==> config.mk <==
export PLATFORM = sky130hd
export DESIGN_NAME = encoder_velocity
export DESIGN_NICKNAME = d
export VERILOG_FILES = /design/src/rtl/encoder_velocity.sv
export SDC_FILE = /design/constraint.sdc
export NUM_CORES = 1
export LEC_CHECK = 0
export CORE_AREA = 5 5 258 197
export DETAILED_ROUTE_END_ITERATION = 12
export DIE_AREA = 0 0 263 202
export PLACE_DENSITY = 0.83
export SYNTH_ARGS = -nofsm -noshare
export SYNTH_HDL_FRONTEND = slang
export SYNTH_SLANG_ARGS = --single-unit
==> constraint.sdc <==
create_clock -name clk -period 5.9 [get_ports clk]
set_input_delay 1.475 -clock clk [delete_from_list [all_inputs] [get_ports clk]]
set_output_delay 1.475 -clock clk [all_outputs]
set_load 0.005 [all_outputs]
==> src/rtl/encoder_velocity.sv <==
// encoder_velocity
// Samples the quadrature position count at a fixed rate. Each sample yields a
// position delta corrected for the upstream +/-COUNT_SPAN/2 wrap, plus a
// moving average over the last 2^AVG_LOG2 deltas. Results leave over a
// valid/ready handshake. An unaccepted result that gets overwritten is
// reported through a sticky overrun flag.
//
// Pipeline for a sample tick in cycle T:
//   T   : count captured into cur_r
//   T+1 : delta computed and wrap-corrected into raw_r, prev_r <= cur_r
//   T+2 : ring buffer and running sum updated, output registers loaded
//   T+3 : out_valid high with the new result
// Only one sample is ever in flight, because SAMPLE_DIV >= 4.

module encoder_velocity #(
   parameter int SAMPLE_DIV = 50000,
   parameter int COUNT_SPAN = 2000,
   parameter int AVG_LOG2   = 3
) (
   input  logic               clk,
   input  logic               synch_reset_n,
   input  logic signed [31:0] count,
   input  logic               enable,
   input  logic               out_ready,
   output logic               sample_tick,
   output logic               out_valid,
   output logic signed [31:0] vel_raw,
   output logic signed [31:0] vel_avg,
   output logic               overrun
);

   localparam int DEPTH = 1 << AVG_LOG2;
   localparam int SUM_W = 32 + AVG_LOG2;
   localparam int DIV_W = (SAMPLE_DIV > 1) ? $clog2(SAMPLE_DIV) : 1;

   localparam logic [DIV_W-1:0]    DIV_ZERO  = {DIV_W{1'b0}};
   localparam logic [DIV_W-1:0]    DIV_ONE   = DIV_W'(1);
   localparam logic [DIV_W-1:0]    DIV_LAST  = DIV_W'(SAMPLE_DIV - 1);
   localparam logic [DIV_W-1:0]    DIV_PRE   = DIV_W'(SAMPLE_DIV - 2);
   localparam logic [AVG_LOG2-1:0] PTR_ZERO  = {AVG_LOG2{1'b0}};
   localparam logic [AVG_LOG2-1:0] PTR_ONE   = AVG_LOG2'(1);
   localparam logic [AVG_LOG2-1:0] FILL_LAST = AVG_LOG2'(DEPTH - 1);
   localparam logic signed [31:0]  HALF_SPAN = 32'(COUNT_SPAN / 2);
   localparam logic signed [31:0]  SPAN      = 32'(COUNT_SPAN);
   localparam logic signed [31:0]  ZERO32    = 32'sd0;
   localparam logic signed [SUM_W-1:0] SUM_ZERO = {SUM_W{1'b0}};

   typedef enum logic [1:0] {
      ST_PRIME = 2'd0,
      ST_FILL  = 2'd1,
      ST_RUN   = 2'd2
   } state_t;

   // Fold a raw count difference back into the +/-COUNT_SPAN/2 window so a
   // pass through the upstream wrap point reads as a small step.
   function automatic logic signed [31:0] wrap_correct(input logic signed [31:0] diff);
      logic signed [31:0] res;
      if (diff > HALF_SPAN) begin
         res = diff - SPAN;
      end else if (diff < -HALF_SPAN) begin
         res = diff + SPAN;
      end else begin
         res = diff;
      end
      return res;
   endfunction

   // Sign-extend a 32-bit delta to the running-sum width.
   function automatic logic signed [SUM_W-1:0] sum_ext(input logic signed [31:0] val);
      return $signed({{AVG_LOG2{val[31]}}, val});
   endfunction

   // Reset and enable-low share one clear path: both re-prime the pipeline.
   logic clear_s;

   // Sample divider
   logic [DIV_W-1:0] div_cnt_r;
   logic             tick_r;

   // Sequencer and capture stage
   state_t             state_r;
   logic [AVG_LOG2-1:0] fill_cnt_r;
   logic               s1_valid_r;
   logic               s1_delta_r;
   logic               s1_emit_r;
   logic signed [31:0] cur_r;

   // Delta stage
   logic signed [31:0] prev_r;
   logic signed [31:0] raw_r;
   logic               s2_valid_r;
   logic               s2_emit_r;
   logic signed [31:0] raw_diff_s;
   logic signed [31:0] raw_corr_s;

   // Averaging stage
   logic signed [31:0]      ring_r [DEPTH];
   logic [AVG_LOG2-1:0]     wr_ptr_r;
   logic signed [SUM_W-1:0] sum_r;
   logic signed [31:0]      oldest_s;
   logic signed [SUM_W-1:0] sum_next_s;
   logic signed [SUM_W-1:0] sum_shift_s;
   logic signed [31:0]      avg_next_s;

   // Output handshake
   logic load_s;
   logic hs_s;

   // Shared clear and the combinational datapath between pipeline registers.
   always_comb begin
      clear_s     = ~synch_reset_n | ~enable;
      raw_diff_s  = cur_r - prev_r;
      raw_corr_s  = wrap_correct(raw_diff_s);
      oldest_s    = ring_r[wr_ptr_r];
      sum_next_s  = sum_r + sum_ext(raw_r) - sum_ext(oldest_s);
      sum_shift_s = sum_next_s >>> AVG_LOG2;
      avg_next_s  = sum_shift_s[31:0];
      load_s      = s2_valid_r & s2_emit_r;
      hs_s        = out_valid & out_ready;
   end

   // Divider: count 0..SAMPLE_DIV-1 and flag the last count one cycle early so
   // the tick comes straight from a flop.
   always_ff @(posedge clk) begin
      if (clear_s) begin
         div_cnt_r <= DIV_ZERO;
         tick_r    <= 1'b0;
      end else begin
         tick_r <= (div_cnt_r == DIV_PRE);
         if (div_cnt_r == DIV_LAST) begin
            div_cnt_r <= DIV_ZERO;
         end else begin
            div_cnt_r <= div_cnt_r + DIV_ONE;
         end
      end
   end

   assign sample_tick = tick_r;

   // Sequencer: PRIME -> FILL -> RUN. It captures the count on each tick and
   // tags the sample with whether it carries a delta and whether it emits a
   // result.
   always_ff @(posedge clk) begin
      if (clear_s) begin
         state_r    <= ST_PRIME;
         fill_cnt_r <= PTR_ZERO;
         s1_valid_r <= 1'b0;
         s1_delta_r <= 1'b0;
         s1_emit_r  <= 1'b0;
         cur_r      <= ZERO32;
      end else begin
         s1_valid_r <= tick_r;
         s1_delta_r <= 1'b0;
         s1_emit_r  <= 1'b0;
         if (tick_r) begin
            cur_r <= count;
            case (state_r)
               ST_PRIME: begin
                  // First sample only seeds prev; no delta exists yet.
                  state_r    <= ST_FILL;
                  fill_cnt_r <= PTR_ZERO;
               end
               ST_FILL: begin
                  s1_delta_r <= 1'b1;
                  if (fill_cnt_r == FILL_LAST) begin
                     // This delta completes the window, so it is the first
                     // one that yields a result.
                     state_r   <= ST_RUN;
                     s1_emit_r <= 1'b1;
                  end else begin
                     fill_cnt_r <= fill_cnt_r + PTR_ONE;
                  end
               end
               ST_RUN: begin
                  s1_delta_r <= 1'b1;
                  s1_emit_r  <= 1'b1;
               end
               default: begin
                  state_r    <= ST_PRIME;
                  fill_cnt_r <= PTR_ZERO;
               end
            endcase
         end
      end
   end

   // Delta stage: wrap-corrected difference against the previous sample.
   always_ff @(posedge clk) begin
      if (clear_s) begin
         prev_r     <= ZERO32;
         raw_r      <= ZERO32;
         s2_valid_r <= 1'b0;
         s2_emit_r  <= 1'b0;
      end else begin
         s2_valid_r <= s1_valid_r & s1_delta_r;
         s2_emit_r  <= s1_valid_r & s1_emit_r;
         if (s1_valid_r) begin
            prev_r <= cur_r;
            if (s1_delta_r) begin
               raw_r <= raw_corr_s;
            end
         end
      end
   end

   // Averaging stage: the ring holds the last DEPTH deltas, and the running
   // sum swaps the oldest delta for the newest.
   always_ff @(posedge clk) begin
      if (clear_s) begin
         for (int i = 0; i < DEPTH; i++) begin
            ring_r[i] <= ZERO32;
         end
         wr_ptr_r <= PTR_ZERO;
         sum_r    <= SUM_ZERO;
      end else if (s2_valid_r) begin
         ring_r[wr_ptr_r] <= raw_r;
         wr_ptr_r         <= wr_ptr_r + PTR_ONE;
         sum_r            <= sum_next_s;
      end
   end

   // Output registers and handshake. A new result always wins. Overrun
   // records a result lost without a handshake and clears on the next
   // completed handshake.
   always_ff @(posedge clk) begin
      if (clear_s) begin
         out_valid <= 1'b0;
         overrun   <= 1'b0;
         vel_raw   <= ZERO32;
         vel_avg   <= ZERO32;
      end else if (load_s) begin
         vel_raw   <= raw_r;
         vel_avg   <= avg_next_s;
         out_valid <= 1'b1;
         if (out_valid && !out_ready) begin
            overrun <= 1'b1;
         end else if (hs_s) begin
            overrun <= 1'b0;
         end
      end else if (hs_s) begin
         out_valid <= 1'b0;
         overrun   <= 1'b0;
      end
   end

endmodule

After elaboration in Yosys (flattened, before gate mapping)
Memory sizes are Yosys's and may differ from the RTL's. A register that Yosys moved wholly into a read port is not among the register bits.
Index checks and enable logic that the tools add are counted.

storage, ports and cells
  flip-flop bits (word level) = 227
  RAM bits = 256
  bits of input ports = 36
  output and inout port bits = 67
  word-level logic and storage cells = 80
  memories kept = 1

memories
  memory  words  bits a word  read ports  clocked after Yosys merged registers in  wr ports  RTL line  RTL
  ring_r  8      32           1           1                                        8         97        logic signed [31:0] ring_r [DEPTH];

operators by class
  add/subtract/negate cells = 8
  order comparisons = 2
  equality and inequality tests = 7
  muxes and demuxes = 24
  bitwise gates (word level) = 9
  reduce and logical (&&, ||, !) cells = 11

operators with widths
  operator                count
  $mux 32                 3
  $add 35x32->35          1
  $sub 35x32->35          1
  $add 32x12->32 const B  1
  $eq 16x16->1 const B    2
  $gt 32x11->1 const B    1
  $lt 32x11->1 const B    1
  $reduce_or 32->1        1
  $sub 32x12->32 const B  1
  $sub 32x32->32          1
  $add 16x1->16 const B   1
  $mux 1                  13
  $mux 3                  4
  $add 3x1->3 const B     2
  $pmux 2 s3              1
  $pmux 3 s2              1
  $reduce_and 3->1        2
  $reduce_or 2->1         3
  $and 1x1->1             4
  $ne 2x2->1 const B      2
  $not 1->1               4
  $eq 3x3->1 const B      1
  $eq 2x1->1 const B      1
  $eq 2x2->1 const B      1
  other kinds (8)         8

Longest topological paths before layout
Gate-level depths: netlist of run 1.

  depth in word-level cells = 6
  mapped depth = 20
  depth with buffers taken out = 18

Least setup slack after synthesis of run 1
Ideal clock, no wire load.

  kind = reg-to-reg
  start = register (tool-made name)
  end = register sum_r[33]
  setup time = 0.106 ns
  arrival = 5.240 ns
  required time = 5.794 ns
  path slack = 0.554 ns
  cell stages (with the launch flop) = 19
  path buffers = 2
  period minus slack after synthesis = 5.346 ns
  path through = dfxtp_1 -> clkbuf_1 -> buf_1 -> mux4_2 -> mux2_2 -> fa_1 -> inv_1 -> ha_1 -> a21o_1 -> a21oi_1 -> o21ai_0 -> a21oi_1 -> o21ai_0 -> a21oi_1 -> o21ai_0 -> a2111oi_0 -> or3_1 -> or4b_2 -> o311ai_0

RTL lines
  what                  RTL line  RTL
  to (signal assigned)  218       sum_r <= sum_next_s;
  to (decl)             99        logic signed [SUM_W-1:0] sum_r;

==> flow_metrics.env, run 1 <==
export IMPL_avgRoutedWirePerCell_um=22.7
export IMPL_ys_seq_area_share_pct=47.0
export IMPL_clk_latency_ns=0.60
export IMPL_hold_viol=0
export IMPL_port_buffers=102
export IMPL_cts_tree="done"
export IMPL_reg2reg_depth=17
export IMPL_rr_endpoint="sum_r[34]"
export IMPL_cts_buffer_depth=3
export IMPL_r2r_setup_slack_ns=0.38
export IMPL_hold_ws_ns=0.454
export IMPL_yosys_register_bits=486
export IMPL_syn_nets=2686
export IMPL_drive_gt1_share_pct=10.5
export IMPL_fmax_ghz=0.181
export IMPL_grt_overflow=0
export IMPL_critPathArrivalTime_ns=5.98
export IMPL_initial_core_util_pct=54.4
export IMPL_die_width_um=263
export IMPL_cp_end_kind="flop"
export IMPL_cp_cell_sequence="buf_12 > mux4_2 > mux2_2 > fa_1 > inv_1 > ha_1 > a21o_1 > a21o_1 > a221o_1 > and3_1 > a21oi_1 > a311oi_1 > a221oi_2 > a31oi_1 > a31o_2 > xnor2_1 > a21oi_1"
export IMPL_yosysTopAreaCellShare_pct=29.4
export IMPL_n_fill_cell=3694
export IMPL_peakVddDrop_mv=0.183
export IMPL_rsz0062_at_grt="no"
export IMPL_clock_sinks=486
export IMPL_skew_ns=0.0223
export IMPL_p_leak_uw=0.0108
export IMPL_setup_ws_ns=0.377
export IMPL_crit_path_max_incr_delay_ns=0.62
export IMPL_cp_endpoint="sum_r[34]"
export IMPL_clk_pin_slew_ns=0.06
export IMPL_cts_buffers=48
export IMPL_cp_top_family="compound AO/OA/AOI/OAI gates"
export IMPL_critPathSlowestCell="dfxtp_4"
export IMPL_synth_edf_count=256
export IMPL_worst_pin_slew_ns=1.15
export IMPL_grt_pass1_wl_mm=115
export IMPL_vias=20667
export IMPL_antenna_found_initial=0
export IMPL_fin_crit_sh_pct=93.6
export IMPL_place_area_um2=27800
export IMPL_post_synth_top_area_cell="edfxtp_1"
export IMPL_syn2layout_area_growth_pct=12.2
export IMPL_grt_pass1_vias=20278
export IMPL_clockRootBuffer="clkbuf_16"
export IMPL_num_rows=70
export IMPL_power_per_cell_area_nw_per_um2=233
export IMPL_ios=103
export IMPL_drt_antenna_violating_nets=0
export IMPL_cp_required_ns=6.35
export IMPL_htree_levels=2
export IMPL_hold_path_class="reg -> reg"
export IMPL_startpoint_type="flop"
export IMPL_ys_warn_count=0
export IMPL_avgViaCountPerCell=6.32
export IMPL_yosysUniqueCellTypes=91
export IMPL_drt_first_pass_iters=5
export IMPL_setup_tns_ns=0
export IMPL_pre_cts_ws_ns=0.199
export IMPL_synth_avg_cell_area_um2=10.3
export IMPL_syn_area_um2=26100
export IMPL_async_flop_share_pct=0
export IMPL_layout_nets=2731
export IMPL_relSlewSlack_pct=23.2
export IMPL_synth_cells=2536
export IMPL_worstPathMaxFanout=15
export IMPL_ys_flop_type="edfxtp_1"
export IMPL_crit_cells=17
export IMPL_status="finished clean"
export IMPL_finalCriticalPeriod_ns=5.52
export IMPL_dieArea_um2=53100
export IMPL_drcViolationCount=0
export IMPL_path_buf_inv=2
export IMPL_die_h_um=202
export IMPL_cap_violations=0
export IMPL_fin_area_um2=29300
export IMPL_ys_top_cells_by_area="edfxtp_1 29%, dfxtp_1 18%, mux4_2 5.5%, mux2i_1 3.8%, ha_1 3.8%"
export IMPL_grt_max_degree=97
export IMPL_core_um2=48100
export IMPL_drtIter0Drc=2374
export IMPL_wirelength_mm=74.1
export IMPL_place_hpwl_mm=50.3
export IMPL_maxSlewViolCount=0
export IMPL_setup_viol=0
export IMPL_track_usage_pct=27.1
export IMPL_num_antenna_cells=0
export IMPL_gp_congestion=0.961
export IMPL_path_class="reg -> reg"
worst register-to-register path: cells and delay by family, from the launching register on:
| family | cells | cell delay, ns |
|---|---|---|
| AO/OA/AOI/OAI | 9 | 2.52 |
| XOR/XNOR | 1 | 0.19 |
| adder cells (fa/ha/maj) | 2 | 0.75 |
| buffers and inverters | 2 | 0.28 |
| flip-flops | 1 | 0.62 |
| multiplexers | 2 | 0.84 |
| AND/OR/NAND/NOR | 1 | 0.19 |
cell usage after synthesis, types with 5 or more instances:
| master | number |
|---|---|
| fa_1 | 35 |
| a31oi_1 | 10 |
| xor2_1 | 25 |
| or2_2 | 7 |
| o21ai_0 | 49 |
| and3_1 | 26 |
| nand2b_1 | 19 |
| nor2b_1 | 11 |
| buf_2 | 9 |
| nand2_1 | 219 |
| inv_1 | 183 |
| a2111oi_0 | 5 |
| nand4_1 | 12 |
| and2_1 | 92 |
| mux2_2 | 33 |
| or3_1 | 19 |
| nor3_1 | 107 |
| xnor2_1 | 49 |
| clkbuf_1 | 121 |
| a221o_1 | 6 |
| o2111a_1 | 5 |
| o211ai_1 | 17 |
| dfxtp_1 | 230 |
| edfxtp_1 | 256 |
| a211oi_1 | 19 |
| o21bai_1 | 8 |
| or4_1 | 10 |
| o22ai_1 | 8 |
| ha_1 | 79 |
| a211o_1 | 11 |
| o311ai_0 | 5 |
| nor2_1 | 206 |
| o21a_1 | 9 |
| nand3_1 | 44 |
| o31ai_1 | 11 |
| a21o_1 | 35 |
| a21oi_1 | 123 |
| a31o_2 | 5 |
| mux2i_1 | 100 |
| mux4_2 | 64 |
| nor4_1 | 137 |
| buf_1 | 22 |
worst min-delay path by stage:
| stage | startpoint | endpoint | slack (ns) | depth (start not counted) |
|---|---|---|---|---|
| 3_3_place_gp | vel_avg[1] | vel_avg[1] | 0.44 | 2 |
| 4_1_cts | vel_avg[8] | vel_avg[8] | 0.46 | 2 |
| 2_1_floorplan | s1_emit_r | s2_emit_r | 0.44 | 1 |
| 5_1_grt | vel_raw[3] | vel_raw[3] | 0.48 | 2 |
| 6_report | vel_avg[26] | vel_avg[26] | 0.45 | 2 |
| 3_5_place_dp | vel_avg[26] | vel_avg[26] | 0.45 | 2 |
where the power goes:
part | internal (uW) | switching (uW) | total [uW]
combinational | 93.2 | 158 | 251
sequential | 3620 | 23.7 | 3640
clock | 1620 | 1320 | 2940
total | 5330 | 1510 | 6840
state kept, by name, indices dropped and copies added (netlist names), named ones only:
| name | flops |
|---|---|
| ring_r | 256 |
| sum_r | 35 |
| cur_r | 32 |
| prev_r | 32 |
| raw_r | 32 |
| vel_avg | 32 |
| vel_raw | 32 |
| div_cnt_r | 16 |
| fill_cnt_r | 3 |
| wr_ptr_r | 3 |
| state_r | 2 |
| out_valid | 1 |
| s1_delta_r | 1 |
| s1_emit_r | 1 |
| s1_valid_r | 1 |
| s2_emit_r | 1 |
| s2_valid_r | 1 |
| sample_tick | 1 |
logic make-up (layout without fill, tap and decap cells):
family	count (synthesis)	after routing	synth area share (%)
simple gates	928	928	17.7
flops	486	486	47.0
compound gates	395	395	10.5
buf+inv	341	425	4.99
mux	198	198	10.8
fa+ha+maj	114	114	6.46
xor+xnor	74	74	2.48
through the flow:
step / instances / power (uW) / util, %
6_report: 3268 / 6840 / 61.0
5_1_grt: 3268 / 7030 / 61.0
4_1_cts: 3267 / 6860 / 60.9
3_5_place_dp: 3178 / 3960 / 57.8
3_3_place_gp: 3178 / 3950 / 57.8
2_1_floorplan: 2536 / 3860 / -
routing by layer:
metal	vias up	global-route usage (%)	share of wire (%)
met5	-	0	0
met4	0	7.73	2.7
met3	144	6.88	11
met2	1175	42.0	44
met1	10022	38.2	42
li1	9326	-	-
area by class of cell:
| cell class | instances | area, um^2 | share of cell area, % |
|---|---|---|---|
| clock inverters | 18 | 115 | 0.393 |
| repair buffers | 152 | 1420 | 4.85 |
| clock buffers | 71 | 1370 | 4.68 |
| flip-flops and latches | 486 | 12300 | 42.0 |
| inverters | 184 | 691 | 2.36 |
| multi-input cells | 1709 | 12600 | 43.0 |
| well taps | 648 | 811 | 2.77 |
layout by cell type (no fill, tap or decap), types with 64 or more instances in the layout:
master | Yosys | layout
edfxtp_1 | 256 | 256
nand2_1 | 219 | 215
and2_1 | 92 | 92
mux2i_1 | 100 | 100
clkdlybuf4s50_1 | 0 | 102
nor4_1 | 137 | 135
ha_1 | 79 | 79
nor2_1 | 206 | 206
mux4_2 | 64 | 64
dfxtp_1 | 230 | 223
nor3_1 | 107 | 107
a21oi_1 | 123 | 123
inv_1 | 183 | 183
what timing repair did:
| item | 4_1_cts | 5_1_grt |
|---|---|---|
| hold buffers | 0 | 0 |
| buffers inserted | 0 | 1 |
| endpoints found under the setup margin | 0 | 6 |
| resized for setup | 0 | 2 |
Note: power is estimated with default switching activity, not from simulation.
==> run 2, diff against run 1 <==
--- a/config.mk
+++ b/config.mk
@@ -6,6 +6,7 @@
 export NUM_CORES = 1
 export LEC_CHECK = 0
 export CORE_AREA = 5 5 258 197
+export CTS_CLUSTER_SIZE = 10
 export DETAILED_ROUTE_END_ITERATION = 12
 export DIE_AREA = 0 0 263 202
 export PLACE_DENSITY = 0.83
==> flow_metrics.env, run 2 (synthesized netlist as in run 1, its figures left out) <==
export IMPL_status="finished clean"
export IMPL_initial_core_util_pct=54.4
export IMPL_num_rows=70
export IMPL_htree_levels=2
export IMPL_layout_common_cells="256 x edfxtp_1, 223 x dfxtp_1, 215 x nand2_1, 206 x nor2_1, 183 x inv_1"
export IMPL_cp_end_kind="flop"
export IMPL_largest_register="ring_r"
export IMPL_drt_antenna_violating_nets=0
export IMPL_die_width_um=263
export IMPL_maxUsedRoutingLayer="met5"
export IMPL_core_um2=48100
export IMPL_avgViaCountPerCell=6.28
export IMPL_grt_max_degree=97
export IMPL_drt_first_pass_iters=5
export IMPL_num_antenna_cells=0
export IMPL_hold_viol=0
export IMPL_ios=103
export IMPL_cap_violations=0
export IMPL_track_usage_pct=27.1
export IMPL_clock_sinks=486
export IMPL_fmax_ghz=0.182
export IMPL_maxSlewViolCount=0
export IMPL_reg2reg_depth=17
export IMPL_layout_nets=2738
export IMPL_met3RoutedLength_mm=7.97
export IMPL_vias=20591
export IMPL_clk_pin_slew_ns=0.06
export IMPL_peakVddDrop_mv=0.257
export IMPL_grt_overflow=0
export IMPL_relSlewSlack_pct=21.9
export IMPL_path_class="reg -> reg"
export IMPL_hold_path_class="reg -> reg"
export IMPL_worstPathMaxFanout=15
export IMPL_port_buffers=102
export IMPL_place_hpwl_mm=50.3
export IMPL_avgRoutedWirePerCell_um=22.6
export IMPL_drcViolationCount=0
export IMPL_wl_met2_mm=33.1
export IMPL_setup_tns_ns=0
export IMPL_skew_ns=0.0233
export IMPL_power_per_cell_area_nw_per_um2=239
export IMPL_worst_pin_slew_ns=1.17
export IMPL_hold_path_cell_count=2
export IMPL_rsz0062_at_grt="no"
export IMPL_startpoint_type="flop"
export IMPL_gp_congestion=0.961
export IMPL_largest_reg_flops=256
export IMPL_reg_largest_list="ring_r (256), sum_r (35)"
export IMPL_cts_tree="done"
export IMPL_dieArea_um2=53100
export IMPL_drtIter0Drc=2180
export IMPL_finalCriticalPeriod_ns=5.48
export IMPL_final_cell_count_no_fill=3277
export IMPL_final_common_cell="edfxtp_1"
export IMPL_p_leak_uw=0.0108
export IMPL_wl_met1_mm=30.7
export IMPL_setup_viol=0
export IMPL_grt_pass1_wl_mm=115
export IMPL_drive_gt1_share_pct=10.0
export IMPL_fin_crit_sh_pct=92.9
export IMPL_wirelength_mm=74.1
export IMPL_cts_buffers=55
export IMPL_cts_buffer_depth=3
export IMPL_clockRootBuffer="clkbuf_16"
export IMPL_die_h_um=202
export IMPL_grt_pass1_vias=20315
export IMPL_critPathArrivalTime_ns=5.95
export IMPL_syn2layout_area_growth_pct=12.7
export IMPL_placed_cells=3178
export IMPL_antenna_found_initial=0
export IMPL_clk_latency_ns=0.61
export IMPL_cp_required_ns=6.36
[run 2: final cells by class]
class	count	area [um^2]
Fill cell	3675	18600
Multi-Input combinational cell	1709	12600
Sequential cell	486	12300
Clock buffer	95	1590
Timing Repair Buffer	152	1420
Tap cell	648	811
Inverter	184	691
Clock inverter	3	32.5
[run 2: path summary, 6_finish.rpt]
check | from | endpoint | slack (ns)
max | flop | sum_r[34] | 0.42
min | vel_avg[26] | vel_avg[26] | 0.45
max reg2reg | flop | sum_r[34] | 0.42
min reg2reg | vel_avg[26] | vel_avg[26] | 0.45
[run 2: through the flow]
stage	setup slack [ns]	total power, uW	area, um^2	util, %	hold WS, ns
final	0.418	7050	29500	61.3	0.453
after global routing	0.0383	7240	29500	61.3	0.475
after CTS	0.158	7070	29400	61.2	0.455
after detailed placement	0.199	3960	27800	57.8	0.448
after global placement	0.363	3950	27800	57.8	0.445
after floorplan	0.554	3860	26100	-	0.437
[run 2: worst max-delay path: stages (launching register included)]
cell	delay, ns
dfxtp_4	0.62
buf_12	0.24
mux4_2	0.51
mux2_2	0.31
fa_1	0.50
inv_1	0.05
ha_1	0.25
a21o_1	0.18
a21o_1	0.17
a221o_1	0.36
and3_1	0.19
a21oi_1	0.38
a311oi_1	0.34
a221oi_2	0.45
a31oi_1	0.20
a31o_2	0.29
xnor2_1	0.19
a21oi_1	0.09
[run 2: where the power goes]
group,internal (uW),switching [uW],total (uW),leakage (uW)
Combinational,93.3,159,252,0.00532
Clock,1810,1340,3150,0.000773
Sequential,3620,23.6,3650,0.00471
[run 2: repair_timing]
| item | in CTS | in global routing |
|---|---|---|
| setup endpoints to repair | 0 | 6 |
| buffers inserted | 0 | 1 |
| hold buffers | 0 | 0 |
| gates resized for setup | 0 | 2 |
[run 2: routing by layer]
layer  up-vias  GRT usage, %
met5         -          1.71
met4         2          7.74
met3       161          6.49
met2      1131          42.2
met1      9960          38.1
li1       9337             -
